==> src/rtl/commit_ctrl.sv <==
// commit_ctrl: in-order ROB-head retire sequencer driving the regfile commit port, store handshake and mispredict flush
module commit_ctrl #(
    parameter int NICK_W = 5,
    parameter int NAME_W = 5,
    parameter int DATA_W = 32,
    parameter int ADDR_W = 32
) (
    input  logic              clk,
    input  logic              rst_n,
    input  logic              rdy,
    input  logic              iROB_head_vld,
    input  logic [NICK_W-1:0] iROB_head_nick,
    input  logic [1:0]        iROB_head_kind,
    input  logic [NAME_W-1:0] iROB_head_rd_regnm,
    input  logic [DATA_W-1:0] iROB_head_dt,
    input  logic              iROB_head_mispred,
    input  logic [ADDR_W-1:0] iROB_head_tgt_pc,
    output logic              oROB_pop,
    output logic              oRF_en,
    output logic [NAME_W-1:0] oRF_rd_regnm,
    output logic [DATA_W-1:0] oRF_rd_dt,
    output logic [NICK_W-1:0] oRF_rd_nick,
    output logic              oLSB_st_go,
    input  logic              iLSB_st_done,
    output logic              oCLR,
    output logic              oIF_jump_en,
    output logic [ADDR_W-1:0] oIF_jump_pc,
    output logic [31:0]       oCommit_cnt
);
    typedef enum logic [1:0] {RUN, ST_WAIT, FLUSH} state_t;
    state_t state;
    logic run_take, is_st, is_br, wr, flush;
    assign run_take = rdy & (state == RUN) & iROB_head_vld;
    assign is_st    = iROB_head_kind == 2'd1;
    assign is_br    = iROB_head_kind == 2'd2;
    assign wr       = run_take & ~is_st & (~is_br | iROB_head_mispred);
    assign flush    = run_take & is_br & iROB_head_mispred;
    assign oROB_pop = (run_take & ~is_st) | (rdy & (state == ST_WAIT) & iLSB_st_done);
    always_ff @(posedge clk or negedge rst_n) begin
        if (!rst_n) begin
            state        <= RUN;
            oRF_en       <= 1'b0;
            oRF_rd_regnm <= '0;
            oRF_rd_dt    <= '0;
            oRF_rd_nick  <= '0;
            oLSB_st_go   <= 1'b0;
            oCLR         <= 1'b0;
            oIF_jump_en  <= 1'b0;
            oIF_jump_pc  <= '0;
            oCommit_cnt  <= '0;
        end else begin
            oRF_en      <= wr & (|iROB_head_rd_regnm);
            oCLR        <= flush;
            oIF_jump_en <= flush;
            if (wr) begin
                oRF_rd_regnm <= iROB_head_rd_regnm;
                oRF_rd_dt    <= iROB_head_dt;
                oRF_rd_nick  <= iROB_head_nick;
            end
            if (flush) oIF_jump_pc <= iROB_head_tgt_pc;
            if (oROB_pop) oCommit_cnt <= oCommit_cnt + 32'd1;
            if (rdy) begin
                unique case (state)
                    RUN: begin
                        if (iROB_head_vld & is_st) begin
                            oLSB_st_go <= 1'b1;
                            state      <= ST_WAIT;
                        end else if (flush) begin
                            state <= FLUSH;
                        end
                    end
                    ST_WAIT: begin
                        if (iLSB_st_done) begin
                            oLSB_st_go <= 1'b0;
                            state      <= RUN;
                        end
                    end
                    default: state <= RUN;
                endcase
            end
        end
    end
endmodule

==> config.mk <==
export PLATFORM = sky130hd
export DESIGN_NAME = commit_ctrl
export DESIGN_NICKNAME = d
export VERILOG_FILES = /design/src/rtl/commit_ctrl.sv
export SDC_FILE = /design/constraint.sdc
export NUM_CORES = 1
export LEC_CHECK = 0
export ABC_CLOCK_PERIOD_IN_PS = 1600
export CORE_MARGIN = 5
export CORE_UTILIZATION = 38
export CTS_CLUSTER_DIAMETER = 120
export DETAILED_ROUTE_END_ITERATION = 6
export PLACE_DENSITY = 0.76
export SYNTH_ARGS = -nofsm -noshare
export SYNTH_HDL_FRONTEND = slang
export SYNTH_SLANG_ARGS = --single-unit
==> constraint.sdc <==
create_clock -name clk -period 1.6 [get_ports clk]
set_input_delay 0.16 -clock clk [delete_from_list [all_inputs] [get_ports clk]]
set_output_delay 0.16 -clock clk [all_outputs]
set_load 0.005 [all_outputs]
# [After elaboration in Yosys (flattened, before gate mapping)]
# Index checks and enable logic that the tools add are counted.
[op_classes] n_bitwise=14 mux=7 n_reduce_logical=5 n_eq_ne=6 add_sub_neg=1
[ops] op="32-bit by 1-bit adder with 32-bit output, second input constant" count=1
[ops] op="1-bit bitwise AND" count=10
[ops] op="2-bit 2-to-1 mux" count=3
[ops] op="5-bit OR reduction" count=1
[ops] op="2-bit by 1-bit == test with 1-bit output, second input constant" count=2
[ops] op="2-bit one-hot mux with 2 select lines" count=1
[ops] op="4-bit AND reduction" count=1
[ops] op="3-bit by 2-bit != test with 1-bit output, second input constant" count=1
[ops] op="3-bit AND reduction" count=1
[ops] op="2-bit == test, second input constant" count=1
[ops] op="2-bit zero test" count=1
[ops] op="1-bit 2-to-1 mux" count=2
[ops] op="2-bit by 1-bit != test with 1-bit output, second input constant" count=1
[ops] op="2-bit != test, second input constant" count=1
[ops] op="1-bit NOT" count=2
[ops] op="1-bit OR" count=2
[ops] op="1-bit one-hot mux with 2 select lines" count=1
[ops] op="2-bit nonzero test" count=1
[totals] in_bits=82 out_inout_bits=111 reg_bits=111

# [Longest topological paths before layout]
[logic_depth] depth_word=8 ltp_mapped=7 mapped_depth_nobuf=6

# [Worst setup path after synthesis]
# Ideal clock, no wire load.
[synth_path] kind="register to register" startpoint="register state[1]" endpoint="register oIF_jump_pc[0]" arrival_time_ns=1.653 n_path_buf=2 path_stages_with_launch=7 setup_time_ns=0.125 setup_slack_ns=-0.178 path_cell_list="dfrtp_1 -> nand2b_1 -> nor2_1 -> and4b_1 -> buf_2 -> buf_2 -> mux2_2"
[synth_between] elab_chain_len=5
[synth_lines] element="start, declared" line="31" text="state_t state;"
[synth_lines] element="start signal, assigned" line="41" text="state <= RUN;"
[synth_lines] element="start signal, assigned" line="67" text="state <= ST_WAIT;"
[synth_lines] element="start signal, assigned" line="69" text="state <= FLUSH;"
[synth_lines] element="2-bit zero test" line="33" text="assign run_take = rdy & (state == RUN) & iROB_head_vld;"
[synth_lines] element="1-bit bitwise AND (2 in a row)" line="33"
[synth_lines] element="1-bit bitwise AND (2 in a row)" line="37" text="assign flush = run_take & is_br & iROB_head_mispred;"
[synth_lines] element="end signal, assigned" line="60" text="if (flush) oIF_jump_pc <= iROB_head_tgt_pc;"
[synth_lines] element="end, declared" line="27" text="output logic [ADDR_W-1:0] oIF_jump_pc,"
# No other way between the ends.
# A chain may end at the register's enable or synchronous reset.

# [Worst setup path in the final report]
[layout_path] startpoint="register state[1]" endpoint="register oRF_rd_dt[15]"
[layout_between] elab_chain_len=5
[layout_lines] element="2-bit zero test" line="33"
[layout_lines] element="1-bit bitwise AND (2 in a row)" line="33"
[layout_lines] element="1-bit bitwise AND (2 in a row)" line="36" text="assign wr = run_take & ~is_st & (~is_br | iROB_head_mispred);"
[layout_lines] element="end signal, assigned" line="57" text="oRF_rd_dt <= iROB_head_dt;"
[layout_lines] element="end, declared" line="21" text="output logic [DATA_W-1:0] oRF_rd_dt,"
# No other way between the ends.

==> results_dict.tcl <==
set metrics [dict create \
    flow.area_growth_from_synthesis_pct 77.8 \
    pin_count_of_the_biggest_net_entering_global_routing 53 \
    dieWidth_um 119 \
    initial_core_util_pct 39.2 \
    setup.worst_path.start "state[1]$_DFFE_PN0P_" \
    route.vias.total 3647 \
    die_y_um 119 \
    place_worst_setup_slack_ps -409 \
    async_reset_ff_share_pct 100 \
    detailedRoute.firstPassIterationCount 4 \
    fmaxAchievable_ghz 0.575 \
    hpwl_um 9560 \
    synth.net_count 405 \
    final_common_cell "sky130_fd_sc_hd__clkdlybuf4s50_1" \
    synth.lib_cells_used.distinct 38 \
    setup_slack_ps -138 \
    period_minus_slack_ps 1740 \
    rsz0062_at_grt "yes" \
    final_core_utilization_pct 69.7 \
    endpoint_kind "register" \
    finalWeightedCongestion 0.769 \
    finish.cell_count_without_fillers 736 \
    violations "setup timing" \
    fin_worst_skew_ps 7.09 \
    num_io_pins 193 \
    dominantRegCellSynth "sky130_fd_sc_hd__dfrtp_1" \
    final-hold-violation-count 0 \
    tritoncts.num_buffers 9 \
    r2r_cells 6 \
    groute.usage.overall_pct 19.7 \
    dpl.cell_count 694 \
    max_transition_viols_final 0 \
    status "finished with violations" \
    crit_path_start_kind "register" \
    total_power_per_unit_cell_area_mw_per_mm2 1220 \
    leakage_power_of_the_design_nw 3.61 \
    layout.cells.most_common_list "190 x sky130_fd_sc_hd__clkdlybuf4s50_1, 111 x sky130_fd_sc_hd__dfrtp_1, 48 x sky130_fd_sc_hd__buf_4" \
    max-cap-violations 0 \
    power.ir.vdd_worst_mv 0.842 \
    cp_cell_sequence "nand2b_4 > nor4_4 > buf_4 > buf_6 > clkbuf_16 > mux2_4" \
    slowest_stage "sky130_fd_sc_hd__dfrtp_1" \
    critical_path.max_stage_delay_ps 400 \
    worst_pin_slew_ps 408 \
    clock_tree_from_tritoncts "done" \
    num-nets-final 671 \
    sequential_element_share_of_the_synthesized_area_pct 61.3 \
    antenna_found_initial 1 \
    core_area_mm2 0.0116 \
    timing.slew.headroom_pct 72.8 \
    regToRegSetupSlack_ps -140 \
    post_synthesis_average_cell_area_um2 14.1 \
    final_layout_size_suffix_gt1_share_pct 34.0 \
    setup_viol 91 \
    numClockSinks 111 \
    postRouteWirelength_um 14300 \
    power.share.sequential_pct 40.6 \
    cts_max_path_buffers 2 \
    clk_pin_slew_ps 70 \
    r2r-start "state[1]$_DFFE_PN0P_" \
    synth_area_mm2 0.00453 \
    p_total_mw 9.87 \
    critical_path.reg2reg.endpoint "oRF_rd_dt[15]$_DFFE_PN0P_" \
    port_buffers 192 \
    wire_per_inst_um 19.4 \
    synthCells 322 \
    die_area_mm2 0.0142 \
    multi_input_area_mm2 0.00208 \
    clock_tree.htree_level_count 3 \
    power.share.clock_pct 21.5 \
    dr.first_iter.drc_count 145 \
    synth_edf_count 0 \
    hold_class "input pin to async pin" \
    setup_tns_ps -9240 \
    timing.setup.critical_path_class "register to register" \
    timing.critical_path.fanout_max 5 \
    switching_share_pct 26.4 \
    final.period_utilization_pct 109 \
    drc 0 \
    grt_pass1_vias 4039 \
    cp.arrival_ps 1980 \
    cts_root_buf "sky130_fd_sc_hd__clkbuf_16" \
    p_int_mw 7.26 \
    area.sequential_mm2 0.00278 \
    filler_cell_count 819 \
    crit_end "oRF_rd_dt[15]$_DFFE_PN0P_" \
    drtAntennaViolNets 0 \
    clock_latency_ps 360 \
    ys_warn_count 0 \
    placement_rows 39 \
    grt_pass1_wl_um 21900 \
    via_per_inst 4.96 \
    worstPathRequired_ps 1840 \
    switching_power_mw 2.61 \
    synth-seq-cells 111 \
    globalRoute.totalOverflow 0 \
    combPwrFrac_pct 37.9 \
]
-- worst min path at each step --
stage	depth (start not counted)	to	from
floorplan	0	oCommit_cnt[0]$_DFFE_PN0P_	rst_n
global placement	1	oRF_rd_dt[13]$_DFFE_PN0P_	rst_n
detailed placement	1	oRF_rd_dt[13]$_DFFE_PN0P_	rst_n
CTS	2	oRF_rd_dt[13]$_DFFE_PN0P_	rst_n
global route	2	oRF_rd_dt[13]$_DFFE_PN0P_	rst_n
finish	2	oRF_rd_dt[13]$_DFFE_PN0P_	rst_n
-- state kept, by name, summed over array words and instances (netlist names) --
register / flops
oRF_rd_dt: 32
oIF_jump_pc: 32
oRF_rd_nick: 5
oRF_en: 1
oCommit_cnt: 32
oRF_rd_regnm: 5
state: 2
oIF_jump_en: 1
oLSB_st_go: 1
-- repair_timing --
| action | in CTS | in global routing |
|---|---|---|
| setup buffers | 13 | 1 |
| gates resized for setup | 61 | 25 |
| endpoints found under the hold margin | 27 | 0 |
| cloned | 8 | 3 |
| pin swaps | 12 | 12 |
| endpoints found under the setup margin | 91 | 100 |
| hold buffers | 1 | 0 |
-- power groups by stage --
stage / Sequential [mW] / Clock, mW / Combinational [mW]
after global placement: 3.99 / 0 / 3.29
final: 4.01 / 2.12 / 3.74
after CTS: 4.00 / 2.19 / 3.72
after global routing: 4.11 / 2.29 / 3.95
after detailed placement: 4.05 / 0 / 3.36
after floorplan: 4.12 / 0 / 1.00
-- Yosys cell counts (2+ instances only) --
master                       n  share of area, %
sky130_fd_sc_hd__or4_1       2              0.33
sky130_fd_sc_hd__o21ai_0     3              0.33
sky130_fd_sc_hd__xor2_1     14               2.7
sky130_fd_sc_hd__mux2_2     72                18
sky130_fd_sc_hd__nor4b_2     2              0.66
sky130_fd_sc_hd__mux2_1      3              0.75
sky130_fd_sc_hd__buf_2       8              0.88
sky130_fd_sc_hd__dfrtp_1   111                61
sky130_fd_sc_hd__a21oi_1     2              0.22
sky130_fd_sc_hd__and3_1      2              0.28
sky130_fd_sc_hd__nand2_1    18               1.5
sky130_fd_sc_hd__clkbuf_1    2              0.17
sky130_fd_sc_hd__xnor2_1    17               3.3
sky130_fd_sc_hd__nor3_1      7              0.77
sky130_fd_sc_hd__and4_1      4              0.77
sky130_fd_sc_hd__nand4_1    11               1.5
sky130_fd_sc_hd__nand3_1    10               1.1
sky130_fd_sc_hd__inv_1       3              0.25
sky130_fd_sc_hd__nor2_1     12              0.99
-- metal layers --
metal	vias up	share of wire, %	GRT usage (%)
met4	0	2.4	8.98
met2	124	52	33.9
li1	1679	-	-
met1	1825	42	24.0
met5	-	0	0
met3	19	4.5	3.60
-- per-stage QoR --
stage                     area (um2)  hold WS (ps)
after floorplan                 4680          -136
after global placement          7080           114
after detailed placement        7080           119
after CTS                       7860           298
after global routing            8060           307
final                           8060           273
-- critical path: cells and delay by family, from the launching register on --
kind                   cells  cell delay (ps)
muxes                      1              300
and+or+nand+nor            2              470
buffers and inverters      3              460
DFF                        1              400
-- cell type report --
type / instances / share of cell area (%)
repair buffers: 266 / 33.9
clock inverters: 5 / 0.419
diodes: 1 / 0.0311
multi-input cells: 197 / 25.8
inverters: 3 / 0.140
well taps: 143 / 2.22
clock buffers: 10 / 2.97
flip-flops and latches: 111 / 34.5
-- cells by family after synthesis --
group | count (synthesis) | share of synthesized area (%)
adder cells (fa/ha/maj) | 1 | 0.276
flip-flops | 111 | 61.3
XOR/XNOR | 31 | 5.99
buffers and inverters | 14 | 1.46
multiplexers | 75 | 18.6
AO/OA/AOI/OAI | 9 | 1.44
AND/OR/NAND/NOR | 81 | 10.9
(Power assumes the default switching activity.)
